File: src/rtl/intr_pkg.sv
// Shared definitions for the timer/interrupt responder: register map offsets,
// CTRL/PEND bit positions and the request-tracking state encoding.
package intr_pkg;

    localparam logic [4:0] OFF_MTIME_LO = 5'h00;
    localparam logic [4:0] OFF_MTIME_HI = 5'h04;
    localparam logic [4:0] OFF_CMP_LO   = 5'h08;
    localparam logic [4:0] OFF_CMP_HI   = 5'h0C;
    localparam logic [4:0] OFF_CTRL     = 5'h10;
    localparam logic [4:0] OFF_PEND     = 5'h14;

    localparam int CTRL_TIE = 0;
    localparam int CTRL_EIE = 1;
    localparam int CTRL_RUN = 2;
    localparam int PEND_TIP = 0;
    localparam int PEND_EIP = 1;

    localparam logic [2:0] MODE_WORD = 3'b010;

    typedef enum logic [2:0] {IDLE, T_PEND, E_PEND, T_SVC, E_SVC} intr_state_t;

endpackage

File: src/rtl/sync_edge_det.sv
// Multi-flop synchroniser for an asynchronous level, with a one-cycle pulse
// on each rising edge of the synchronised value.
module sync_edge_det #(
    parameter int STAGES = 2
) (
    input  logic clk,
    input  logic rst,
    input  logic din,
    output logic rise
);

    logic [STAGES-1:0] chain;
    logic              prev;

    always_ff @(posedge clk) begin
        if (rst) begin
            chain <= '0;
            prev  <= 1'b0;
        end else begin
            chain <= {chain[STAGES-2:0], din};
            prev  <= chain[STAGES-1];
        end
    end

    assign rise = chain[STAGES-1] & ~prev;

endmodule

File: src/rtl/timer_intr_ctrl.sv
// Memory-mapped 64-bit machine timer plus one external interrupt line, with a
// small FSM that tracks a single request from pending through trap to mret.
module timer_intr_ctrl
    import intr_pkg::*;
#(
    parameter logic [31:0] BASE_ADDR   = 32'h0000_1000,
    parameter int          PRESCALE    = 1,
    parameter int          SYNC_STAGES = 2
) (
    input  logic        clk,
    input  logic        rst,
    input  logic        rd_en,
    input  logic        wr_en,
    input  logic [31:0] addr,
    input  logic [31:0] wdata,
    input  logic [2:0]  mem_mode,
    output logic [31:0] rdata,
    output logic        hit,
    input  logic        ext_irq,
    input  logic        intr_ack,
    input  logic        is_mret,
    output logic        t_intr,
    output logic        e_intr
);

    localparam int             PW        = (PRESCALE > 1) ? $clog2(PRESCALE) : 1;
    localparam logic [PW-1:0]  PRESC_MAX = PW'(PRESCALE - 1);

    logic [31:0]   off;
    logic [4:0]    woff;
    logic          wr_hit;
    logic [63:0]   mtime;
    logic [63:0]   cmp;
    logic [2:0]    ctrl;
    logic          eip;
    logic          tip;
    logic [PW-1:0] presc;
    logic          tick;
    logic          irq_rise;
    logic          w1c_eip;
    logic          treq;
    logic          ereq;
    intr_state_t   state, state_nxt;

    // Subtraction keeps the window correct even if BASE_ADDR is not 32-byte aligned.
    assign off    = addr - BASE_ADDR;
    assign woff   = off[4:0];
    assign hit    = (off[31:5] == 27'd0) && (addr[1:0] == 2'b00) && (mem_mode == MODE_WORD);
    assign wr_hit = hit & wr_en;

    assign tick    = ctrl[CTRL_RUN] && (presc == PRESC_MAX);
    assign w1c_eip = wr_hit && (woff == OFF_PEND) && wdata[PEND_EIP];
    assign treq    = tip & ctrl[CTRL_TIE];
    assign ereq    = eip & ctrl[CTRL_EIE];

    sync_edge_det #(.STAGES(SYNC_STAGES)) u_sync (
        .clk  (clk),
        .rst  (rst),
        .din  (ext_irq),
        .rise (irq_rise)
    );

    always_ff @(posedge clk) begin
        if (rst) begin
            presc <= '0;
        end else if (ctrl[CTRL_RUN]) begin
            presc <= tick ? '0 : presc + 1'b1;
        end
    end

    // A bus write to either MTIME half overrides that cycle's increment entirely.
    always_ff @(posedge clk) begin
        if (rst) begin
            mtime <= '0;
        end else if (wr_hit && woff == OFF_MTIME_LO) begin
            mtime[31:0] <= wdata;
        end else if (wr_hit && woff == OFF_MTIME_HI) begin
            mtime[63:32] <= wdata;
        end else if (tick) begin
            mtime <= mtime + 64'd1;
        end
    end

    always_ff @(posedge clk) begin
        if (rst) begin
            cmp  <= '1;
            ctrl <= '0;
            eip  <= 1'b0;
            tip  <= 1'b0;
        end else begin
            if (wr_hit && woff == OFF_CMP_LO) cmp[31:0]  <= wdata;
            if (wr_hit && woff == OFF_CMP_HI) cmp[63:32] <= wdata;
            if (wr_hit && woff == OFF_CTRL)   ctrl       <= wdata[2:0];
            tip <= (mtime >= cmp);
            if (irq_rise)     eip <= 1'b1;
            else if (w1c_eip) eip <= 1'b0;
        end
    end

    always_comb begin
        rdata = '0;
        if (hit && rd_en) begin
            case (woff)
                OFF_MTIME_LO: rdata = mtime[31:0];
                OFF_MTIME_HI: rdata = mtime[63:32];
                OFF_CMP_LO:   rdata = cmp[31:0];
                OFF_CMP_HI:   rdata = cmp[63:32];
                OFF_CTRL:     rdata = {29'd0, ctrl};
                OFF_PEND:     rdata = {30'd0, eip, tip};
                default:      rdata = '0;
            endcase
        end
    end

    always_ff @(posedge clk) begin
        if (rst) state <= IDLE;
        else     state <= state_nxt;
    end

    always_comb begin
        state_nxt = state;
        case (state)
            IDLE: begin
                if (treq)      state_nxt = T_PEND;
                else if (ereq) state_nxt = E_PEND;
            end
            T_PEND: begin
                if (intr_ack)   state_nxt = T_SVC;
                else if (!treq) state_nxt = IDLE;
            end
            E_PEND: begin
                if (intr_ack)   state_nxt = E_SVC;
                else if (!ereq) state_nxt = IDLE;
            end
            T_SVC, E_SVC: begin
                if (is_mret) state_nxt = IDLE;
            end
            default: state_nxt = IDLE;
        endcase
    end

    assign t_intr = (state == T_PEND);
    assign e_intr = (state == E_PEND);

endmodule

File: config.mk
export PLATFORM = sky130hd
export DESIGN_NAME = timer_intr_ctrl
export DESIGN_NICKNAME = d
export VERILOG_FILES = /design/src/rtl/intr_pkg.sv /design/src/rtl/sync_edge_det.sv /design/src/rtl/timer_intr_ctrl.sv
export SDC_FILE = /design/constraint.sdc
export NUM_CORES = 1
export LEC_CHECK = 0
export CORE_UTILIZATION = 56
export CTS_CLUSTER_DIAMETER = 150
export DETAILED_ROUTE_END_ITERATION = 6
export PLACE_DENSITY = 0.8
export SLEW_MARGIN = 20
export SYNTH_ARGS = -nofsm -noshare
export SYNTH_HDL_FRONTEND = slang
export SYNTH_HIERARCHICAL = 1
export SYNTH_SLANG_ARGS = --single-unit
File: constraint.sdc
create_clock -name clk -period 4 [get_ports clk]
set_input_delay 0.6 -clock clk [delete_from_list [all_inputs] [get_ports clk]]
set_output_delay 0.6 -clock clk [all_outputs]
set_load 0.01 [all_outputs]
; ---- Word-level counts from Yosys, hierarchy flattened
; Index checks and enable logic that the tools add are counted.
[totals]
romBits = 0
memories = 0
latch_bits = 0
ram_bits = 0
output_inout_bits = 35
register_bits = 140
[classes]
order_cmp = 1
shifts = 0
n_bitwise = 7
n_addsub = 3
multipliers = 0
reduce_logical = 22
n_div = 0
mux = 17
n_eq_ne = 15
[op_table]
columns = cell, count
row1 = $pmux W32 S6, 1
row2 = $mux W32, 4
row3 = $add A64 B1 Y64 const B, 1
row4 = $ge A64 B64 Y1, 1
row5 = $mux W64, 1
row6 = $sub A32 B13 Y32 const B, 1
row7 = $logic_not A27 Y1, 1
row8 = $mux W3, 7
row9 = $pmux W3 S4, 1
row10 = $logic_and A1 B1 Y1, 11
row11 = $eq A5 B4 Y1 const B, 2
row12 = $eq A5 B5 Y1 const B, 2
row13 = $eq A3 B2 Y1 const B, 3
row14 = $ne A3 B3 Y1 const B, 3
row15 = $reduce_bool A2 Y1, 3
row16 = $eq A5 B3 Y1 const B, 1
row17 = $logic_not A5 Y1, 1
row18 = $and A1 B1 Y1, 4
row19 = $ne A2 B2 Y1 const B, 2
row20 = $reduce_and A2 Y1, 2
row21 = $reduce_and A4 Y1, 1
row22 = $eq A3 B1 Y1 const B, 1
row23 = $eq A3 B3 Y1 const B, 1
row24 = $logic_not A3 Y1, 1
row25 = 5 further kinds, 9

; ---- Depth between registers and ports, before layout
; Gate-level depths: netlist (run 1).
[depth]
depth_word = 9
mapped_depth = 12

; ---- Cells and area by module
; The synthesis (run 1) kept the hierarchy.
[modules_own_cells]
columns = mod, n_inst, area_per_inst_um2, cells_each
row1 = timer_intr_ctrl, 1, 9421.5, 1207
row2 = sync_edge_det, 1, 87.6, 7

; ---- Worst setup path after synthesis (run 1)
; No wires, ideal clock.
[synth_path]
path_type = input -> output
from = input addr[12]
to = output rdata[10]
cell_stages = 10
t_required_ps = 3400
setup_slack_ps = 474
arrival_time_ps = 2926
path_cell_list = inv_1 -> ha_1 -> or4b_1 -> nor4b_1 -> a21oi_1 -> o2bb2a_1 -> and3_1 -> nand2_1 -> clkbuf_1 -> nor2_1
[synth_between]
elab_chain_cells = 6
[synth_rtl]
columns = item, line
row1 = "start, declared", timer_intr_ctrl.sv:14  ; input logic [31:0] addr,
row2 = $sub A32 B13 Y32, timer_intr_ctrl.sv:46  ; assign off = addr - BASE_ADDR;
row3 = $logic_not A27 Y1, timer_intr_ctrl.sv:48  ; assign hit = (off[31:5] == 27'd0) && (addr[1:0] == 2'b00) && (mem_mode == MODE_WORD);
row4 = $logic_and A1 B1 Y1 (2 in series), timer_intr_ctrl.sv:48
row5 = net hit, timer_intr_ctrl.sv:18  ; output logic hit,
row6 = $logic_and A1 B1 Y1, timer_intr_ctrl.sv:102  ; if (hit && rd_en) begin
row7 = $mux W32, timer_intr_ctrl.sv:102
row8 = "end, declared", timer_intr_ctrl.sv:17  ; output logic [31:0] rdata,
; The timed path passes the listed nets, and every way through them passes these cells.

; ---- Final worst setup path (run 1)
[layout_path]
from = input addr[5]
to = output rdata[5]
[layout_between]
elab_chain_cells = 6
[layout_rtl]
columns = item, line
row1 = $sub A32 B13 Y32, timer_intr_ctrl.sv:46
row2 = $logic_not A27 Y1, timer_intr_ctrl.sv:48
row3 = $logic_and A1 B1 Y1 (2 in series), timer_intr_ctrl.sv:48
row4 = $logic_and A1 B1 Y1, timer_intr_ctrl.sv:102
row5 = $mux W32, timer_intr_ctrl.sv:102
; No other way between the ends.

==> summary.md, run 1 <==
| Metric | Value |
|---|---|
| Outcome | `complete, but fails checks` |
| Failing checks | `design-rule violations` |
| Die Area | `17,500 sq um` |
| First-pass GRT wire length | `53,600 microns` |
| Starting density of the core | `57.3%` |
| CP arrival | `3.38 ns` |
| Cell depth of the worst setup path | `10` |
| Via density | `6.74` |
| CTS sink cnt | `140` |
| Syn Area/Cell | `7.83 sq um` |
| R2R cell count | `10` |
| RR Endpoint | `tip$_SDFF_PP0_` |
| Routed vias | `10,800` |
| Crit path kind | `in -> out` |
| Initial antenna violation count | `0` |
| CP endpoint kind | `output pin` |
| Worst setup startpoint | `addr[5]` |
| Setup TNS | `0 ns` |
| Pin count of the biggest net entering global routing | `65` |
| CTS tree | `yes` |
| Worst path required time | `3.40 ns` |
| Antenna cells | `0` |
| Syn. warnings | `6` |
| CP Max Fanout | `6` |
| Cells after Synth | `1,214` |
| Distinct cells, synth | `69` |
| Worst-skew pair later-pin latency | `0.44 ns` |
| CTS max path bufs | `2` |
| Placed insts | `1,558` |
| Die width | `132 microns` |
| Fin. Hold Viols | `0` |
| Number of synthesized flops with an enable pin | `0` |
| VDD IR max | `0.330 mV` |
| DRT iter0 DRCs | `1,413` |
| Critical path buffers and inverters | `3` |
| Worst Setup EP | `rdata[5]` |
| Max Slew Vio Count | `0` |
| Crit-path cells | `clkdlybuf4s50_1 > or4_1 > or4_4 > nor3_4 > and4_1 > and3_4 > nand2_8 > buf_8 > nor2_1 > clkdlybuf4s15_1` |
| H-tree depth reported by CTS | `4` |
| Power density over the cells | `280 nW/um^2` |
| FF+latch count, synth | `140` |
| MaxCap Viol Count | `0` |
| GP Congestion | `0.992` |
| CP max stage delay | `0.56 ns` |
| Clk slew on worst S/H paths | `0.06 ns` |
| Routed Antenna Nets | `0` |
| Total core area | `16,600 sq um` |
| Tcrit/Tclk final | `99.5%` |
| PortBufs | `108` |
| First-pass DRT Iterations | `7` |
| Fill cell count | `1,294` |
| DP HPWL | `24,000 microns` |
| Fmax | `0.251 GHz` |
| Crit path max-delay family | `simple AND/OR/NAND/NOR gates` |
| Final WS setup | `0.0205 ns` |
| Synth area leader | `dfxtp_1` |
| Asr flop ratio synth | `0%` |
| CTS buffer count | `17` |
| Ratio of cells with drive above 1 in the final layout | `14.2%` |
| Hold Crit Class | `reg -> reg` |
| Count leader, synth | `dfxtp_1` |
| Die height | `132 microns` |
| Period minus WS final | `3.98 ns` |
| Root Driver | `clkbuf_16` |
| Main synth FF type | `dfxtp_1` |
| Total gr overflow | `0` |
| Design area | `12,000 sq um` |
| R2r setup slk | `0.53 ns` |
| Syn_nets | `1,354` |
| Vias in the first global route | `10,100` |
| Slew headroom | `41.8%` |
| Number of core rows | `47` |
| Non-filler instance count after layout | `1,597` |
| Routed WL per cell | `21.8 microns` |
| DRC viols | `9` |
| Worst slew pin tran | `0.871 ns` |
| Hold_buf cts | `0` |
| Top post-synthesis cells by count | `dfxtp_1, nand2_1, nor2_1` |
| Skew final | `0.00896 ns` |
| Synth top area cells | `dfxtp_1, ha_1, o211ai_1, nand2_1, nor2_1` |
| Static leakage | `5.12 nW` |
| Total Routing Usage GR | `38.7%` |
| Post-layout power | `3.37 mW` |
| WL final | `34,800 microns` |
| RR Startpoint | `mtime[0]$_SDFFE_PP0P_` |
| Nets | `1,504` |
| Setup violators final | `0` |
| I/O pins | `109` |
| CP startpoint kind | `primary input` |
| Area growth, synth to finish | `26.5%` |
| Syn Std Cell Area | `9510 sq um` |
| Dpl cell area | `11,300 sq um` |
| Place WS | `-0.449 ns` |
| Yosys top cell area share | `29.5%` |
| Sequential element share of the synthesized area | `29.5%` |
| Crit path max-delay cell type | `or4_4` |
==> report_power, final <==
| group | leakage [nW] | internal, mW | total [mW] | switching, mW |
|---|---|---|---|---|
| sequential | 1.13 | 1.40 | 1.40 | 0.000843 |
| clock | 0.295 | 1.01 | 1.71 | 0.695 |
| combinational | 3.70 | 0.120 | 0.264 | 0.143 |
==> worst min path at each step <==
stage,slack (ns),endpoint,from,depth (start not counted)
floorplan,0.41,u_sync/chain[1]$_SDFF_PP0_,u_sync/chain[0]$_SDFF_PP0_,1
global placement,0.43,u_sync/chain[1]$_SDFF_PP0_,u_sync/chain[0]$_SDFF_PP0_,1
detailed placement,0.44,u_sync/chain[1]$_SDFF_PP0_,u_sync/chain[0]$_SDFF_PP0_,1
CTS,0.46,u_sync/chain[1]$_SDFF_PP0_,u_sync/chain[0]$_SDFF_PP0_,1
global route,0.47,u_sync/chain[1]$_SDFF_PP0_,u_sync/chain[0]$_SDFF_PP0_,1
finish,0.46,u_sync/chain[1]$_SDFF_PP0_,u_sync/chain[0]$_SDFF_PP0_,1
==> cell type report <==
cell class	count	area, sq um	share of cell area (%)
clock buffers	18	439	3.65
multi-input cells	929	6260	52.0
clock inverters	14	183	1.52
inverters	74	278	2.31
repair buffers	202	1790	14.9
flip-flops and latches	140	2800	23.3
well taps	220	275	2.29
==> through the flow <==
step	hold slack (ns)	utilization, %
global route	0.471	72.5
detailed placement	0.435	68.4
floorplan	0.414	-
finish	0.457	72.5
CTS	0.456	72.3
global placement	0.433	68.4
==> flip-flops by register name, indices dropped and copies added, names as in the netlist <==
signal,cells
state,3
eip,1
ctrl,3
cmp,64
presc,1
tip,1
mtime,64
u_sync/prev,1
u_sync/chain,2
==> placed cells by master (no fill, tap or decap), drive strengths merged, types with 6 or more instances in the layout <==
cell type / netlist / layout
dfxtp: 140 / 140
nand2: 129 / 129
nor2: 107 / 107
buf: 24 / 94
o211ai: 92 / 92
inv: 74 / 79
clkdlybuf4s50: 0 / 75
ha: 66 / 66
o21ai: 62 / 62
a21oi: 56 / 56
nor3: 49 / 49
clkbuf: 47 / 48
nand3: 42 / 42
mux2i: 30 / 30
nand4: 28 / 28
a22oi: 22 / 22
nor4: 17 / 17
a221oi: 16 / 16
o2bb2ai: 14 / 14
a22o: 13 / 13
a222oi: 13 / 13
nor2b: 12 / 12
and2: 12 / 12
and3: 12 / 12
nor4b: 11 / 11
or3: 10 / 10
xnor2: 10 / 10
a211oi: 10 / 10
xor2: 9 / 9
or2: 8 / 8
and4: 8 / 8
or4: 8 / 8
nor3b: 6 / 6
a21o: 6 / 6
==> layer usage <==
layer	up-vias	GRT usage, %	routed length, microns
li1	4859	-	-
met1	5026	51.1	13700
met2	733	58.2	15100
met3	152	9.96	4300
met4	0	19.7	1700
met5	-	0	0
==> worst reg2reg max path, cell delays in order, from the launching register on <==
cell	delay, ns
dfxtp_1	0.47
inv_1	0.08
ha_1	0.28
nand2b_1	0.14
a21o_1	0.17
a211oi_1	0.36
o41ai_1	0.16
a21oi_1	0.31
o21ai_0	0.24
a2111oi_0	0.79
o21ai_0	0.29
==> kinds of logic (layout without fill, tap and decap cells) <==
family | count (synthesis) | count (layout) | share of synthesized area (%)
compound gates | 347 | 347 | 26.0
xor+xnor | 19 | 19 | 1.75
fa+ha+maj | 66 | 66 | 8.68
buf+inv | 145 | 308 | 6.01
flops | 140 | 140 | 29.5
mux | 30 | 30 | 3.16
simple gates | 467 | 467 | 24.9
==> repair_timing <==
item,CTS,global route
pin swaps,3,4
gates resized for setup,50,74
endpoints found under the setup margin,33,33
cloned,1,3
buffers inserted,1,2
Power figures use the tool's default switching activity.
==> run 2, diff against run 1 <==
--- a/config.mk
+++ b/config.mk
@@ -8,6 +8,7 @@
 export CORE_UTILIZATION = 56
 export CTS_CLUSTER_DIAMETER = 150
 export DETAILED_ROUTE_END_ITERATION = 6
+export HOLD_SLACK_MARGIN = 0.08
 export PLACE_DENSITY = 0.8
 export SLEW_MARGIN = 20
 export SYNTH_ARGS = -nofsm -noshare
==> results of run 2 <==
Final layout, timing and power as in run 1 (identical DEF).
